[src/rtl/light_mode_sequencer.sv]
// Rear-light mode controller: steps OFF/ON/SLOW/FAST on button presses, adjusts the
// blinker rates with one-cycle shift pulses, and returns to OFF after an idle timeout.
module light_mode_sequencer #(
  parameter int RATE_W     = 3,
  parameter int RATE_MAX   = 4,
  parameter int SLOW_INIT  = 4,
  parameter int FAST_INIT  = 1,
  parameter int IDLE_W     = 10,
  parameter int IDLE_BEATS = 960
) (
  input  logic              clk,
  input  logic              reset,
  input  logic              beat,
  input  logic              next,
  input  logic              up_button,
  input  logic              down_button,
  output logic [1:0]        mode,
  output logic              slow_left,
  output logic              slow_right,
  output logic              fast_left,
  output logic              fast_right,
  output logic [RATE_W-1:0] slow_rate,
  output logic [RATE_W-1:0] fast_rate
);

  localparam logic [1:0] MODE_OFF  = 2'b00;
  localparam logic [1:0] MODE_ON   = 2'b01;
  localparam logic [1:0] MODE_SLOW = 2'b10;
  localparam logic [1:0] MODE_FAST = 2'b11;

  localparam logic [RATE_W-1:0] RATE_TOP  = RATE_W'(RATE_MAX);
  localparam logic [IDLE_W-1:0] IDLE_LAST = IDLE_W'(IDLE_BEATS - 1);

  logic              next_prev_reg;
  logic              up_prev_reg;
  logic              down_prev_reg;
  logic              next_press;
  logic              up_press;
  logic              down_press;
  logic              any_press;
  logic              rate_up;
  logic              rate_down;
  logic [1:0]        mode_reg;
  logic [1:0]        mode_next;
  logic [IDLE_W-1:0] idle_reg;
  logic [IDLE_W-1:0] idle_next;

  // Index 0 is the slow blinker, index 1 the fast blinker.
  logic [1:0][RATE_W-1:0] rate_vec;
  logic [1:0]             left_vec;
  logic [1:0]             right_vec;

  always_ff @(posedge clk or negedge reset) begin
    if (!reset) begin
      next_prev_reg <= 1'b0;
      up_prev_reg   <= 1'b0;
      down_prev_reg <= 1'b0;
    end else begin
      next_prev_reg <= next;
      up_prev_reg   <= up_button;
      down_prev_reg <= down_button;
    end
  end

  assign next_press = next & ~next_prev_reg;
  assign up_press   = up_button & ~up_prev_reg;
  assign down_press = down_button & ~down_prev_reg;
  assign any_press  = next_press | up_press | down_press;

  // A next press overrides rate buttons; simultaneous up and down cancel out.
  assign rate_up   = up_press & ~down_press & ~next_press;
  assign rate_down = down_press & ~up_press & ~next_press;

  always_comb begin
    mode_next = mode_reg;
    idle_next = idle_reg;
    if (next_press) begin
      case (mode_reg)
        MODE_OFF:  mode_next = MODE_ON;
        MODE_ON:   mode_next = MODE_SLOW;
        MODE_SLOW: mode_next = MODE_FAST;
        default:   mode_next = MODE_OFF;
      endcase
    end
    if (any_press || (mode_reg == MODE_OFF)) begin
      idle_next = '0;
    end else if (beat) begin
      if (idle_reg == IDLE_LAST) begin
        mode_next = MODE_OFF;
        idle_next = '0;
      end else begin
        idle_next = idle_reg + IDLE_W'(1);
      end
    end
  end

  always_ff @(posedge clk or negedge reset) begin
    if (!reset) begin
      mode_reg <= MODE_OFF;
      idle_reg <= '0;
    end else begin
      mode_reg <= mode_next;
      idle_reg <= idle_next;
    end
  end

  for (genvar gi = 0; gi < 2; gi++) begin : g_ch
    localparam logic [1:0]        CH_MODE = (gi == 0) ? MODE_SLOW : MODE_FAST;
    localparam logic [RATE_W-1:0] CH_INIT = RATE_W'((gi == 0) ? SLOW_INIT : FAST_INIT);

    logic              ch_sel;
    logic [RATE_W-1:0] rate_reg;
    logic [RATE_W-1:0] rate_next;
    logic              left_reg;
    logic              left_next;
    logic              right_reg;
    logic              right_next;

    assign ch_sel = (mode_reg == CH_MODE);

    // Rates saturate at both ends; a press at a limit produces no pulse.
    always_comb begin
      rate_next  = rate_reg;
      left_next  = 1'b0;
      right_next = 1'b0;
      if (ch_sel && rate_up && (rate_reg != '0)) begin
        rate_next  = rate_reg - RATE_W'(1);
        right_next = 1'b1;
      end else if (ch_sel && rate_down && (rate_reg < RATE_TOP)) begin
        rate_next = rate_reg + RATE_W'(1);
        left_next = 1'b1;
      end
    end

    always_ff @(posedge clk or negedge reset) begin
      if (!reset) begin
        rate_reg  <= CH_INIT;
        left_reg  <= 1'b0;
        right_reg <= 1'b0;
      end else begin
        rate_reg  <= rate_next;
        left_reg  <= left_next;
        right_reg <= right_next;
      end
    end

    assign rate_vec[gi]  = rate_reg;
    assign left_vec[gi]  = left_reg;
    assign right_vec[gi] = right_reg;
  end

  assign mode       = mode_reg;
  assign slow_left  = left_vec[0];
  assign slow_right = right_vec[0];
  assign fast_left  = left_vec[1];
  assign fast_right = right_vec[1];
  assign slow_rate  = rate_vec[0];
  assign fast_rate  = rate_vec[1];

endmodule
[config.mk]
export PLATFORM = sky130hd
export DESIGN_NAME = light_mode_sequencer
export DESIGN_NICKNAME = d
export VERILOG_FILES = /design/src/rtl/light_mode_sequencer.sv
export SDC_FILE = /design/constraint.sdc
export NUM_CORES = 1
export LEC_CHECK = 0
export CORE_UTILIZATION = 35
export DETAILED_ROUTE_END_ITERATION = 10
export SLEW_MARGIN = 20
export SYNTH_ARGS = -nofsm -noshare
export SYNTH_HDL_FRONTEND = slang
export SYNTH_SLANG_ARGS = --single-unit
[constraint.sdc]
create_clock -name clk -period 3.2 [get_ports clk]
set_input_delay 0.32 -clock clk [delete_from_list [all_inputs] [get_ports clk]]
set_output_delay 0.32 -clock clk [all_outputs]
set_load 0.01 [all_outputs]
==> reports/summary.md <==
• run status: completed
• most common cell in the netlist: sky130_fd_sc_hd__dfrtp_1
• final net count: 153
• number of buffer and inverter instances along the worst setup path: 2
• total count of max-transition violations in the final report: 0
• detail-routed net length per standard cell: 13.55 microns
• total of buffers placed on input and output ports: 17
• slew at the pin closest to its max-slew limit: 0.5232 ns
• WL final: 2547 microns
• Clock Skew: 0.002557 ns
• routed vias/inst: 5.154
• clock latency of the later-clocked register in the worst-skew pair: 0.27 ns
• number of warnings reported in the yosys synthesis log: 0
• register area share after synthesis: 47.05%
• mean instance size in the synthesized netlist: 11.03 sq um
• worst stage delay on the critical path: 0.49 ns
• crit path max-delay cell type: sky130_fd_sc_hd__clkdlybuf4s50_1
• Post-route DRC: 0
• Via Count: 969
• Reg clk slew, reported paths: 0.09 ns
• DPL Wire Length: 1902 microns
• number of antenna cells inserted: 0
• first-pass GRT wire length: 4485 microns
• crit-path leading delay family: buffers and inverters
• FFs w/ async S/R, synth: 100.0%
• H-tree lvl count: 1
• clock buffer count from CTS: 3
• Hold-fix buffers, CTS: 0
• overall die height: 63.76 microns
• global-route congestion overflow total: 0
• remaining antenna violation count: 0
• kind of start point of the critical path: input pin
• worst IR drop on VDD: 0.2895 mV
• setup TNS: 0 ns
• cell area after technology mapping: 0.001335 sq mm
• layout cells sized above 1: 12.14%
• number of enable-type register cells in the synthesized netlist: 0
• Tightest Hold Check Type: input pin to async pin
• synth-to-layout area growth: 19.12%
• top cell type by total area after synthesis: sky130_fd_sc_hd__dfrtp_1
• Commonest cells post-synth: sky130_fd_sc_hd__dfrtp_1 (23), sky130_fd_sc_hd__inv_1 (11), sky130_fd_sc_hd__nor2_1 (9)
• Die X-Extent: 63.76 microns
• required time reported for the critical path endpoint: 3.37 ns
• length of the first detailed-routing pass in iterations: 4
• P_leak: 0.6454 nW
• total power per unit cell area: 616.8 mW/mm^2
• effective utilization at floorplan: 36.47%
• period utilization: 69.43%
• crit path DAT: 2.39 ns
• fraction of synthesized cell area taken by the top area cell type: 43.11%
• count of state elements after synthesis: 25
• all-layer global routing usage: 14.17%
• post-synthesis instance total: 121
• normalized max-slew margin: 64.80%
• final count of negative-setup-slack endpoints: 0
• TritonCTS clock tree: yes
• Distinct cells, synth: 42
• CP cell instances: clkdlybuf4s50_1, nand2b_1, nor4_2, inv_1, fa_1, mux2_1, o21a_1
• number of max-cap violations: 0
• Cell Rows: 22
• predominant post-synthesis flop cell: sky130_fd_sc_hd__dfrtp_1
• final worst slack: 0.9783 ns
• buffers inserted by post-CTS timing repair: 0
• Critical Path Sink Type: register
• CTS root buffer: sky130_fd_sc_hd__clkbuf_8
• RSZ-0062 raised after global routing: false
• largest net degree at the start of global routing: 26
• clock net sink count: 25
• Max FO, Critical Path: 5
• Bufs on Longest Clock Path: 2
• via count of the first global-routing pass: 985
• post-cts gate resize count: 0
• Placer Congestion: 0.8610
• Synthesized Nets: 133
• maximum clock rate: 450.1 MHz
• Iteration-0 DRC Markers: 44
• total design power: 980.9 uW
• biggest area contributors in the synthesized netlist: sky130_fd_sc_hd__dfrtp_1 (43%), sky130_fd_sc_hd__dfstp_2 (3.9%), sky130_fd_sc_hd__ha_1 (3.7%)
• number of antenna violations at the first check in global routing: 0
• type of the worst setup path: input pin to register
• floorplan die area: 0.004065 sq mm
• Place WS: 0.6846 ns
• I/O pins: 18
• core region area: 0.003661 sq mm
• Min Clock Period, post-route: 2.222 ns
• Worst Hold Margin: 0.4096 ns
• number of hold violations in the final report: 0
• max reg flops: 10
worst reg2reg max path, stage by stage, from the launching register on:
cell	delay [ns]
sky130_fd_sc_hd__dfrtp_1	0.42
sky130_fd_sc_hd__ha_1	0.20
sky130_fd_sc_hd__o31ai_1	0.09
sky130_fd_sc_hd__nor4_2	0.33
sky130_fd_sc_hd__inv_1	0.12
sky130_fd_sc_hd__fa_1	0.42
sky130_fd_sc_hd__mux2_1	0.32
sky130_fd_sc_hd__o21a_1	0.16
power breakdown:
| part | switching [mW] | leakage (nW) | total [mW] | internal (mW) |
|---|---|---|---|---|
| registers | 0.0609 | 0.319 | 0.441 | 0.380 |
| logic | 0.167 | 0.303 | 0.350 | 0.183 |
| clock network | 0.101 | 0.0228 | 0.190 | 0.0891 |
| total | 0.329 | 0.645 | 0.981 | 0.652 |
through the flow:
step | utilization, % | area (sq um) | std cells
finish | 43.44 | 1590 | 188
floorplan | - | 1335 | 121
detailed placement | 42.21 | 1545 | 184
CTS | 43.44 | 1590 | 188
global placement | 42.21 | 1545 | 184
global route | 43.44 | 1590 | 188
per-layer routing:
layer  vias up  share of wire, %  GRT usage, %  wire length, microns
met2        20                51         24.47                  1308
met4         0              0.98         5.682                    25
li1        467                 -             -                     -
met5         -                 0             0                     0
met3         3               3.2         2.500                    82
met1       479                44         17.35                  1131
path summary, 6_finish.rpt:
kind | startpoint | end | slack (ns) | depth (start not counted)
worst max-delay path | up_button | fast_rate[2]$_DFFE_PN0P_ | 0.98 | 7
worst min-delay path | reset | idle_reg[9]$_DFFE_PN0P_ | 0.41 | 2
worst max register to register | mode[0]$_DFF_PN0_ | fast_rate[2]$_DFFE_PN0P_ | 1.04 | 7
worst min register to register | fast_rate[0]$_DFFE_PN1P_ | fast_rate[0]$_DFFE_PN1P_ | 0.52 | 1
max in group asynchronous | reset | slow_rate[2]$_DFFE_PN1P_ | 2.49 | 2
min in group clk | fast_rate[0]$_DFFE_PN1P_ | fast_rate[0]$_DFFE_PN1P_ | 0.52 | 1
cell type report:
cell class	instances	area (sq um)
Fill cell	352	2071
Sequential cell	25	628.1
Clock buffer	4	45.04
Multi-Input combinational cell	82	638.1
Tap cell	48	60.06
Timing Repair Buffer	18	177.7
Inverter	11	41.29
cell usage in the layout (no fill, tap or decap), types with 3 or more instances in the layout:
cell,instances
sky130_fd_sc_hd__nand2_1,5
sky130_fd_sc_hd__nor2_1,9
sky130_fd_sc_hd__nor4_2,3
sky130_fd_sc_hd__ha_1,4
sky130_fd_sc_hd__dfrtp_1,23
sky130_fd_sc_hd__clkdlybuf4s50_1,17
sky130_fd_sc_hd__inv_1,11
sky130_fd_sc_hd__mux2i_1,3
sky130_fd_sc_hd__nor3_1,5
sky130_fd_sc_hd__nand3_1,5
sky130_fd_sc_hd__nand2b_1,5
sky130_fd_sc_hd__xnor2_1,4
sky130_fd_sc_hd__clkbuf_8,3
kinds of logic after synthesis:
kind of cell	synth area share, %
buffers and inverters	5.154
adder cells (fa/ha/maj)	6.748
multiplexers	3.936
XOR/XNOR	3.280
AO/OA/AOI/OAI	9.184
AND/OR/NAND/NOR	24.65
flip-flops	47.05
(Power assumes the default switching activity.)
